### config.mk
export PLATFORM = sky130hd
export DESIGN_NAME = fetch_unit
export DESIGN_NICKNAME = d
export VERILOG_FILES = /design/src/rtl/fetch_unit.sv
export SDC_FILE = /design/constraint.sdc
export NUM_CORES = 1
export LEC_CHECK = 0
export ABC_CLOCK_PERIOD_IN_PS = 2300
export BUFFER_PORTS_ARGS = -buffer_cell sky130_fd_sc_hd__buf_2
export CAP_MARGIN = 20
export CORE_UTILIZATION = 45
export DETAILED_ROUTE_END_ITERATION = 8
export GPL_ROUTABILITY_DRIVEN = 0
export GPL_TIMING_DRIVEN = 0
export SLEW_MARGIN = 25
export SYNTH_ARGS = -nofsm -noshare
export SYNTH_HDL_FRONTEND = slang
export SYNTH_SLANG_ARGS = --single-unit
### constraint.sdc
create_clock -name clk -period 2.3 [get_ports clk]
set_input_delay 0.115 -clock clk [delete_from_list [all_inputs] [get_ports clk]]
set_output_delay 0.115 -clock clk [all_outputs]
set_load 0.05 [all_outputs]
### src/rtl/fetch_unit.sv
// Instruction-fetch stage: program counter, 16-entry branch-target LUT and
// the start/done run handshake. The instruction ROM sits outside; this block
// only watches the returned word for the halt encoding.
module fetch_unit #(
    parameter int          PC_W       = 10,
    parameter logic [8:0]  HALT_INSTR = 9'h1F0,
    parameter int          CNT_W      = 16
) (
    input  logic             clk,
    input  logic             reset,
    input  logic             start,
    input  logic             stall,
    input  logic             branch,
    input  logic [3:0]       pc_immed,
    input  logic [8:0]       instr,
    input  logic             lut_we,
    input  logic [3:0]       lut_addr,
    input  logic [PC_W-1:0]  lut_data,
    output logic [PC_W-1:0]  prog_ctr,
    output logic             running,
    output logic             done,
    output logic [CNT_W-1:0] cycle_cnt
);

    typedef enum logic [1:0] {
        S_IDLE = 2'd0,
        S_RUN  = 2'd1,
        S_DONE = 2'd2
    } state_t;

    state_t            state_reg, state_next;
    logic [PC_W-1:0]   pc_reg, pc_next;
    logic [CNT_W-1:0]  cnt_reg, cnt_next;
    logic [PC_W-1:0]   lut_mem [16];

    logic [PC_W-1:0]   branch_target;
    logic              halt_seen;
    logic              pc_at_top;

    // Combinational read: a same-cycle write only lands at the edge, so a
    // branch to the entry being written still sees the old target.
    assign branch_target = lut_mem[pc_immed];
    assign halt_seen     = (instr == HALT_INSTR);
    assign pc_at_top     = &pc_reg;

    // Branch LUT entries: cleared by reset, otherwise written when addressed.
    generate
        for (genvar gi = 0; gi < 16; gi++) begin : g_lut
            always_ff @(posedge clk) begin
                if (reset) begin
                    lut_mem[gi] <= '0;
                end else if (lut_we && (lut_addr == 4'(gi))) begin
                    lut_mem[gi] <= lut_data;
                end
            end
        end
    endgenerate

    // State, program counter and run counter registers.
    always_ff @(posedge clk) begin
        if (reset) begin
            state_reg <= S_IDLE;
            pc_reg    <= '0;
            cnt_reg   <= '0;
        end else begin
            state_reg <= state_next;
            pc_reg    <= pc_next;
            cnt_reg   <= cnt_next;
        end
    end

    // Next-state, next-PC and next-count selection.
    always_comb begin
        state_next = state_reg;
        pc_next    = pc_reg;
        cnt_next   = cnt_reg;
        case (state_reg)
            S_IDLE, S_DONE: begin
                if (start) begin
                    state_next = S_RUN;
                    pc_next    = '0;
                    cnt_next   = '0;
                end
            end
            S_RUN: begin
                // Every RUN cycle counts, stalled and halting ones included.
                if (!(&cnt_reg)) begin
                    cnt_next = cnt_reg + CNT_W'(1);
                end
                // A stalled cycle freezes the PC and defers halt/branch/wrap.
                if (!stall) begin
                    if (halt_seen) begin
                        state_next = S_DONE;
                    end else if (branch) begin
                        pc_next = branch_target;
                    end else if (pc_at_top) begin
                        // Ran off the end of program space: stop rather than wrap.
                        state_next = S_DONE;
                    end else begin
                        pc_next = pc_reg + PC_W'(1);
                    end
                end
            end
            default: begin
                state_next = S_IDLE;
            end
        endcase
    end

    // Status outputs decoded from the current state.
    always_comb begin
        running   = (state_reg == S_RUN);
        done      = (state_reg == S_DONE);
        prog_ctr  = pc_reg;
        cycle_cnt = cnt_reg;
    end

endmodule

==> metrics.cfg, run 1 <==
[worst_setup_path]
regToRegEndpoint = prog_ctr[2]$_SDFFE_PP0P_
critPathKind = register to register
r2r_start = prog_ctr[0]$_SDFFE_PP0P_
crit_arrival_ns = 2.43
startpoint_type = register
crit_required_ns = 2.62
reg2reg_depth = 7
slowest_delay_ns = 0.48
crit_chain = ha_1 -> nand3_1 -> nor4_4 -> or3_1 -> buf_2 -> o31ai_1 -> o2bb2ai_1
r2r_slack_ns = 0.19
path_delay_family = simple AND/OR/NAND/NOR gates
worstPathMaxFanout = 10
cp_num_buf_inv = 1
cp-end-kind = register
crit_slowest_cell = dfxtp_1

[yosys]
synth.most_common_cell = and2_1
syn_area_per_cell_sq_um = 13.6
ys_async_sr_fraction = 0
ys_seq_area_frac = 0.591
yosys.area.top_type_share = 0.529
yosys_warnings = 0
synthCells = 668
syn-num-nets = 703
netlist_area_sq_um = 9080
synth_area_leaders = edfxtp_1 53%, and2_1 11%, dfxtp_1 6.2%, mux4_2 5.7%, mux4_1 3.8%
synth_top_area_cell = edfxtp_1
synthFlopType = edfxtp_1
ys_types = 54
synth_top_cells_by_count = 161 x and2_1, 160 x edfxtp_1, 32 x nor2_1
synth_edf_count = 160
ys_ff_latch = 188

[timing]
fmax_mhz = 474
fin_crit_sh = 0.917
hold_violations = 0
relSlewSlack = 0.314
period_needed_ns = 2.11
setup_viol = 0
tightest_slew_ns = 1.02
grt_setup_unrepaired = no
setup_tns_ns = 0
holdWs_ns = 0.0406
skew_ns = 0.00575
slew_violations = 0
setup_ws_ns = 0.191

[detailed_routing]
via_per_inst = 5.61
wirelength_um = 23000
wire_per_inst_um = 22.5
route.vias.total = 5754
postRouteAntennaNets = 0
dr.first_iter.drc_count = 343
drc = 0
drt-pass1-iter-count = 5

[power_and_ir_drop]
powerDensity_nw_per_um2 = 718
cellLeakagePower_nw = 3.83
finalPower_mw = 7.45
ir_drop_v = 0.000523

[run]
maxCapViolations = 0

[global_route]
antenna_found_initial = 1
first_global_vias = 5773
grt_max_degree = 18
grt_usage = 0.239
grt_pass1_wl_um = 34300
overflow = 0

[floorplan]
num_rows = 51
coreArea_sq_um = 19600
die_area_sq_um = 20700
ioPinCount = 61
start_util = 0.463
die_w_um = 144
die_y_um = 144

[layout]
largest_reg_flops = 160
instances_no_fill = 1026
seqCellArea_sq_um = 5370
syn2layout_area_growth_pct = 14.3
nets = 782
nFillCells = 1711
drive_gt1_frac = 0.212
multi_input_area_sq_um = 3540
top_register = lut_mem

[clocking]
cts_buffer_depth = 2
cts.clk_slew.worst_paths_ns = 0.07
clk-insertion-delay-late_ns = 0.43
cts_buffers = 17
postCtsSetupBuffers = 0
cts_tree = built
root_buffer = clkbuf_16
htree_levels = 4
cts.sinks = 188

[place]
place_inst = 991
dp_worst_setup_slack_ns = -0.0916
io_buffers = 57
place_hpwl_um = 15900

[worst_hold_path]
hold_path_class = input port to register
whs_path_depth = 2
hold_path_end = lut_mem[3][9]$_SDFFCE_PN0P_
hp-start = lut_data[9]

[status]
outcome = finished clean

## cells by family after synthesis
logic type / after synthesis / synth area share
and+or+nand+nor: 295 / 0.191
DFF: 188 / 0.591
AOI/OAI and AO/OA: 73 / 0.0598
muxes: 55 / 0.116
buffers and inverters: 43 / 0.0280
xor gates and xnor gates: 12 / 0.0116
adders and majority gates: 2 / 0.00276
## layer usage
| metal | global-route usage | vias up | wire [um] |
|---|---|---|---|
| li1 | - | 2673 | - |
| met1 | 0.306 | 2872 | 9750 |
| met3 | 0.0507 | 34 | 1270 |
| met4 | 0.0795 | 0 | 433 |
| met2 | 0.405 | 175 | 11600 |
| met5 | 0 | - | 0 |
## area by class of cell
class | count | area share
clock inverters | 13 | 0.00977
inverters | 5 | 0.00181
multi-input cells | 437 | 0.341
repair buffers | 60 | 0.0301
plain buffers | 38 | 0.0228
diodes | 1 | 0.000241
clock buffers | 19 | 0.0447
flip-flops and latches | 188 | 0.517
well taps | 265 | 0.0320
## worst register-to-register path: stages, from the launching register on
cell and delay (ns):
dfxtp_1 0.48, ha_1 0.26, nand3_1 0.20, nor4_4 0.39, or3_1 0.20, buf_2 0.22
o31ai_1 0.09, o2bb2ai_1 0.14
## stage by stage
step / util / instance area (sq um)
global placement: 0.495 / 9690
detailed placement: 0.500 / 9790
finish: 0.530 / 10400
global route: 0.530 / 10400
floorplan: - / 9080
CTS: 0.529 / 10400
## placed cells by master (no fill, tap or decap), types with 15 or more instances in the layout
master	count
mux2i_1	15
clkbuf_16	18
clkbuf_1	19
dfxtp_1	28
nor2_1	32
nand3_1	15
edfxtp_1	160
buf_2	63
mux4_2	23
and2_1	161
## worst max path at each step
stage                                     end  slack, ns  depth (start not counted)                      start
finish               prog_ctr[2]$_SDFFE_PP0P_       0.19                          7   prog_ctr[0]$_SDFFE_PP0P_
global route        cycle_cnt[6]$_SDFFE_PP0P_      0.006                          7  cycle_cnt[0]$_SDFFE_PP0P_
CTS                  prog_ctr[2]$_SDFFE_PP0P_       0.20                          7   prog_ctr[0]$_SDFFE_PP0P_
detailed placement   prog_ctr[4]$_SDFFE_PP0P_      -0.09                          8                pc_immed[1]
global placement     prog_ctr[8]$_SDFFE_PP0P_       -0.1                          8                pc_immed[1]
floorplan            prog_ctr[2]$_SDFFE_PP0P_       0.14                          7   prog_ctr[0]$_SDFFE_PP0P_
## what timing repair did
item / 4_1_cts / 5_1_grt
gates resized for setup: 0 / 2
endpoints found under the setup margin: 0 / 3
hold endpoints to repair: 1 / 0
hold buffers: 2 / 0
## report_power, final
part | switching (mW) | total, mW | internal (mW)
Clock | 1.35 | 2.85 | 1.50
Sequential | 0.0533 | 3.92 | 3.87
Combinational | 0.422 | 0.678 | 0.256
Total | 1.82 | 7.45 | 5.63
Power figures use the tool's default switching activity.
==> run 2: changes to the inputs <==
--- a/config.mk
+++ b/config.mk
@@ -5,7 +5,7 @@
 export SDC_FILE = /design/constraint.sdc
 export NUM_CORES = 1
 export LEC_CHECK = 0
-export ABC_CLOCK_PERIOD_IN_PS = 2300
+export ABC_CLOCK_PERIOD_IN_PS = 2490
 export BUFFER_PORTS_ARGS = -buffer_cell sky130_fd_sc_hd__buf_2
 export CAP_MARGIN = 20
 export CORE_UTILIZATION = 45
==> constraint.sdc (replaced) <==
create_clock -name clk -period 2.49 [get_ports clk]
set_input_delay 0.1245 -clock clk [delete_from_list [all_inputs] [get_ports clk]]
set_output_delay 0.1245 -clock clk [all_outputs]
set_load 0.05 [all_outputs]
==> metrics.cfg, run 2 (synthesis gave the netlist of run 1 again) <==
[clocking]
cts_buffers = 17  ; unchanged
clk-insertion-delay-late_ns = 0.43  ; about the same
root_buffer = clkbuf_16
postCtsSetupBuffers = 0  ; unchanged
htree_levels = 4  ; unchanged
ctsResizeCount = 0  ; unchanged
cts.clk_slew.worst_paths_ns = 0.07  ; about the same
cts_buffer_depth = 2  ; unchanged
cts_tree = built
cts.sinks = 188  ; unchanged

[worst_setup_path]
worstPathMaxFanout = 10  ; unchanged
regToRegEndpoint = prog_ctr[2]$_SDFFE_PP0P_
slowest_delay_ns = 0.48  ; about the same
crit_required_ns = 2.81  ; +0.19 ns
cp-end-kind = register
path_delay_family = simple AND/OR/NAND/NOR gates
cp_num_buf_inv = 1  ; unchanged
cp.depth = 7  ; unchanged
startpoint_type = register
reg2reg_depth = 7  ; unchanged
critPathKind = register to register
r2r_slack_ns = 0.38  ; +0.19 ns
r2r_start = prog_ctr[0]$_SDFFE_PP0P_
crit_slowest_cell = dfxtp_1
crit_chain = ha_1 -> nand3_1 -> nor4_4 -> or3_1 -> buf_2 -> o31ai_1 -> o2bb2ai_1
crit_arrival_ns = 2.43  ; about the same

[power_and_ir_drop]
finalPower_mw = 6.88  ; -7.6%
cellLeakagePower_nw = 3.83  ; about the same
powerDensity_nw_per_um2 = 663  ; -7.6%
ir_drop_v = 0.000483  ; -7.7%

[timing]
grt_setup_unrepaired = no
hold_violations = 0  ; unchanged
setup_tns_ns = 0  ; unchanged
slew_violations = 0  ; unchanged
fin_crit_sh = 0.847  ; -0.0700
fmax_mhz = 474  ; about the same
skew_ns = 0.00571  ; -0.0000333 ns
relSlewSlack = 0.317  ; +0.00268
tightest_slew_ns = 1.02  ; -0.00401 ns
period_needed_ns = 2.11  ; -0.0000350 ns
setup_viol = 0  ; unchanged

[global_route]
grt_max_degree = 18  ; unchanged
grt_pass1_wl_um = 34300  ; unchanged
overflow = 0  ; unchanged
antenna_found_initial = 1  ; unchanged
grt_usage = 0.239  ; unchanged
first_global_vias = 5773  ; unchanged

[status]
outcome = finished clean

[floorplan]
die_y_um = 144  ; unchanged
coreArea_sq_um = 19600  ; unchanged
ioPinCount = 61  ; unchanged
num_rows = 51  ; unchanged
die_w_um = 144  ; unchanged
start_util = 0.463  ; unchanged
die_area_sq_um = 20700  ; unchanged

[detailed_routing]
drt-pass1-iter-count = 7  ; +2
wl_met1_um = 9730  ; -0.24%
via_per_inst = 5.61  ; +0.10%
top_layer = met4
wl_met3_um = 1300  ; +2.4%
wirelength_um = 23000  ; about the same
dr.first_iter.drc_count = 343  ; unchanged
wire_per_inst_um = 22.5  ; about the same
met2_length_um = 11600  ; about the same
drc = 0  ; unchanged
route.vias.total = 5760  ; +0.10%
postRouteAntennaNets = 0  ; unchanged

[layout]
syn2layout_area_growth_pct = 14.3  ; about the same
drive_gt1_frac = 0.211  ; -0.00132
top_register = lut_mem
final_common_cell = and2_1
largest_reg_flops = 160  ; unchanged
layout_common_cells = 161 x and2_1, 160 x edfxtp_1, 63 x buf_2
nets = 782  ; unchanged

[place]
io_buffers = 57  ; unchanged
place_hpwl_um = 15900  ; unchanged

[worst_hold_path]
hold_path_class = input port to register
hold_path_end = lut_mem[7][3]$_SDFFCE_PN0P_
hp-start = lut_data[3]
whs_path_depth = 2  ; unchanged

[run]
maxCapViolations = 0  ; unchanged

run 2: cell counts in the layout (fill, tap and decap cells not counted):
No cell type changed its count.
run 2: layout make-up:
class	instances	area (sq um)
flip-flops and latches	188	5370
inverters	5	18.8
multi-input cells	437	3540
repair buffers	60	313
well taps	265	332
diodes	1	2.50
clock buffers	19	464
plain buffers	38	235
clock inverters	13	101
fillers	1712	9220
run 2: through the flow:
stage,cells,area (sq um),util,hold slack (ns),setup slack (ns)
after floorplan,668,9080,-,0.302,0.328
after global placement,990,9690,0.495,0.413,0.0823
after detailed placement,991,9790,0.500,0.425,0.0889
after CTS,1025,10400,0.529,0.0422,0.392
after global routing,1026,10400,0.530,0.0578,0.134
final,1026,10400,0.530,0.0522,0.381
run 2: report_power, final:
group	internal, mW	total, mW	leakage, nW	switching (mW)
clock	1.39	2.63	0.283	1.24
sequential	3.58	3.63	1.76	0.0493
combinational	0.236	0.626	1.79	0.390
run 2: repair_timing:
action,CTS,global route
hold endpoints to repair,1,0
hold buffers,2,0
endpoints found under the setup margin,0,0
run 2: worst register-to-register path: cells and delay by family (launching register included):
kind / cells / cell delay [ns]
and+or+nand+nor: 3 / 0.79
DFF: 1 / 0.48
adders and majority gates: 1 / 0.26
AOI/OAI and AO/OA: 2 / 0.23
buffers and inverters: 1 / 0.22
run 2: worst max path at each step:
stage | start | to | slack [ns]
finish | prog_ctr[0]$_SDFFE_PP0P_ | prog_ctr[2]$_SDFFE_PP0P_ | 0.38
global route | cycle_cnt[0]$_SDFFE_PP0P_ | cycle_cnt[6]$_SDFFE_PP0P_ | 0.13
CTS | prog_ctr[0]$_SDFFE_PP0P_ | prog_ctr[2]$_SDFFE_PP0P_ | 0.39
detailed placement | pc_immed[1] | prog_ctr[4]$_SDFFE_PP0P_ | 0.09
global placement | pc_immed[1] | prog_ctr[8]$_SDFFE_PP0P_ | 0.08
floorplan | prog_ctr[0]$_SDFFE_PP0P_ | prog_ctr[2]$_SDFFE_PP0P_ | 0.33
run 2: metal layers:
metal / track usage / vias to the layer above
li1: - / 2674
met1: 0.306 / 2879
met2: 0.405 / 176
met3: 0.0507 / 31
met4: 0.0795 / 0
met5: 0 / -
==> run 3: changes to the inputs <==
--- a/config.mk
+++ b/config.mk
@@ -5,7 +5,7 @@
 export SDC_FILE = /design/constraint.sdc
 export NUM_CORES = 1
 export LEC_CHECK = 0
-export ABC_CLOCK_PERIOD_IN_PS = 2490
+export ABC_CLOCK_PERIOD_IN_PS = 1900
 export BUFFER_PORTS_ARGS = -buffer_cell sky130_fd_sc_hd__buf_2
 export CAP_MARGIN = 20
 export CORE_UTILIZATION = 45
==> constraint.sdc (replaced) <==
create_clock -name clk -period 1.9 [get_ports clk]
set_input_delay 0.095 -clock clk [delete_from_list [all_inputs] [get_ports clk]]
set_output_delay 0.095 -clock clk [all_outputs]
set_load 0.05 [all_outputs]
==> metrics.cfg, run 3 (synthesis gave the netlist of run 1 again) <==
[floorplan]
die_area_sq_um = 20700  ; unchanged
num_rows = 51  ; unchanged
die_y_um = 144  ; unchanged
coreArea_sq_um = 19600  ; unchanged
ioPinCount = 61  ; unchanged
start_util = 0.463  ; unchanged
die_w_um = 144  ; unchanged

[detailed_routing]
route.vias.total = 5823  ; +1.1%
dr.first_iter.drc_count = 361  ; +5.2%
wire_per_inst_um = 22.4  ; -0.40%
wirelength_um = 23000  ; about the same
postRouteAntennaNets = 0  ; unchanged
drc = 0  ; unchanged
via_per_inst = 5.65  ; +0.70%
drt-pass1-iter-count = 5  ; -2

[global_route]
first_global_vias = 5784  ; +0.19%
grt_usage = 0.235  ; -0.00414
grt_pass1_wl_um = 34100  ; -0.58%
antenna_found_initial = 0  ; -1
overflow = 0  ; unchanged
grt_max_degree = 17  ; -1

[clocking]
cts_buffers = 17  ; unchanged
htree_levels = 4  ; unchanged
cts_tree = built
cts.sinks = 188  ; unchanged
cts_buffer_depth = 2  ; unchanged
clk-insertion-delay-late_ns = 0.43  ; about the same
root_buffer = clkbuf_16
cts.clk_slew.worst_paths_ns = 0.07  ; about the same

[layout]
largest_reg_flops = 160  ; unchanged
seqCellArea_sq_um = 5400  ; +0.56%
top_register = lut_mem
drive_gt1_frac = 0.243  ; +0.0329
nFillCells = 1646  ; -3.9%
nets = 786  ; +0.51%
syn2layout_area_growth_pct = 15.4
multi_input_area_sq_um = 3580  ; +0.99%
instances_no_fill = 1030  ; +0.39%
fin_util = 0.535  ; +0.00517
layout_common_cells = 161 x and2_1, 160 x edfxtp_1, 62 x buf_2
final_common_cell = and2_1

[worst_setup_path]
cp-end-kind = register
r2r_slack_ns = 0.02  ; -0.36 ns
path_delay_family = buffers and inverters
cp.depth = 8  ; +1
cp_num_buf_inv = 3  ; +2
startpoint = pc_immed[1]
crit_slowest_cell = buf_2
regToRegEndpoint = prog_ctr[4]$_SDFFE_PP0P_
crit_arrival_ns = 2.21  ; -0.22 ns
crit_top_cell = buf_2
crit_end = prog_ctr[4]$_SDFFE_PP0P_
startpoint_type = input port
crit_required_ns = 2.22  ; -0.59 ns
slowest_delay_ns = 0.36  ; -0.12 ns
reg2reg_depth = 5  ; -2
crit_chain = buf_2 -> buf_2 -> clkbuf_4 -> mux4_2 -> a22oi_1 -> nand3_1 -> a21oi_1 -> o2bb2ai_1
critPathKind = input port to register
r2r_start = lut_mem[2][4]$_SDFFCE_PN0P_
worstPathMaxFanout = 10  ; unchanged

[timing]
hold_violations = 0  ; unchanged
skew_ns = 0.00762  ; +0.00190 ns
slew_violations = 0  ; unchanged
fmax_mhz = 528
fin_crit_sh = 0.997
holdWs_ns = 0.0114  ; -0.0408 ns
period_needed_ns = 1.89
relSlewSlack = 0.389  ; +0.0725
grt_setup_unrepaired = yes
tightest_slew_ns = 0.913  ; -0.108 ns
setup_viol = 0  ; unchanged

[power_and_ir_drop]
powerDensity_nw_per_um2 = 866  ; +30%
cellLeakagePower_nw = 3.87  ; +1.0%
power_switching_mw = 2.13  ; +27%
switching_share = 0.235  ; -0.00949
intPower_mw = 6.94  ; +33%
clockPowerShare = 0.385  ; +0.003
ir_drop_v = 0.000541  ; +12%
combPwrFrac = 0.091  ; about the same
seq_power_share = 0.524  ; -0.003

[worst_hold_path]
whs_path_depth = 2  ; unchanged
hold_path_class = input port to register

[status]
outcome = finished clean

[place]
place_inst = 990  ; -0.10%
io_buffers = 57  ; unchanged
place_hpwl_um = 15900  ; +0.16%

[run]
maxCapViolations = 0  ; unchanged

-- run 3: power by group through the flow --
stage | Combinational, mW | Clock (mW) | Sequential (mW)
final | 0.822 | 3.50 | 4.75
after global placement | 0.794 | 0 | 4.83
after detailed placement | 0.819 | 0 | 4.84
after floorplan | 0.483 | 0 | 4.85
after global routing | 0.877 | 3.66 | 4.77
after CTS | 0.824 | 3.50 | 4.75
-- run 3: metal layers --
metal	share of wire	up-vias	GRT usage
li1	-	2687	-
met1	0.42	2889	0.306
met2	0.50	216	0.395
met3	0.062	31	0.0427
met4	0.024	0	0.0812
met5	0	-	0
-- run 3: repair_timing --
action,CTS,global route
hold buffers,2,0
endpoints found under the setup margin,14,18
pin swaps,2,1
endpoints found under the hold margin,1,0
resized for setup,2,13
buffers inserted,4,1
-- run 3: cell type report --
type                       count  area share
clock buffer                  24      0.0461
inverter                       5     0.00179
tap                          265      0.0317
clock inverter                 8     0.00776
sequential                   188       0.515
multi-input combinational    437       0.341
timing repair buffer          64      0.0327
buffer                        38      0.0232
antenna                        1    0.000239
-- run 3: worst min-delay path by stage --
stage | end | slack [ns] | start
final | lut_mem[3][1]$_SDFFCE_PN0P_ | 0.01 | lut_data[1]
after global routing | lut_mem[3][1]$_SDFFCE_PN0P_ | 0.01 | lut_data[1]
after CTS | lut_mem[6][1]$_SDFFCE_PN0P_ | 0.0006 | lut_data[1]
after detailed placement | state_reg[1]$_SDFFE_PP0P_ | 0.39 | start
after global placement | state_reg[1]$_SDFFE_PP0P_ | 0.38 | start
after floorplan | state_reg[1]$_SDFFE_PP0P_ | 0.27 | start
-- run 3: through the flow --
stage	area, sq um	setup TNS, ns	power [mW]	worst slack, ns
2_1_floorplan	9110	0	5.33	0.00189
3_3_place_gp	9720	-27.43	5.63	-0.395
3_5_place_dp	9810	-15.37	5.66	-0.425
4_1_cts	10400	0	9.07	0.0133
5_1_grt	10500	-0.0264	9.31	-0.0263
6_report	10500	0	9.07	0.00528
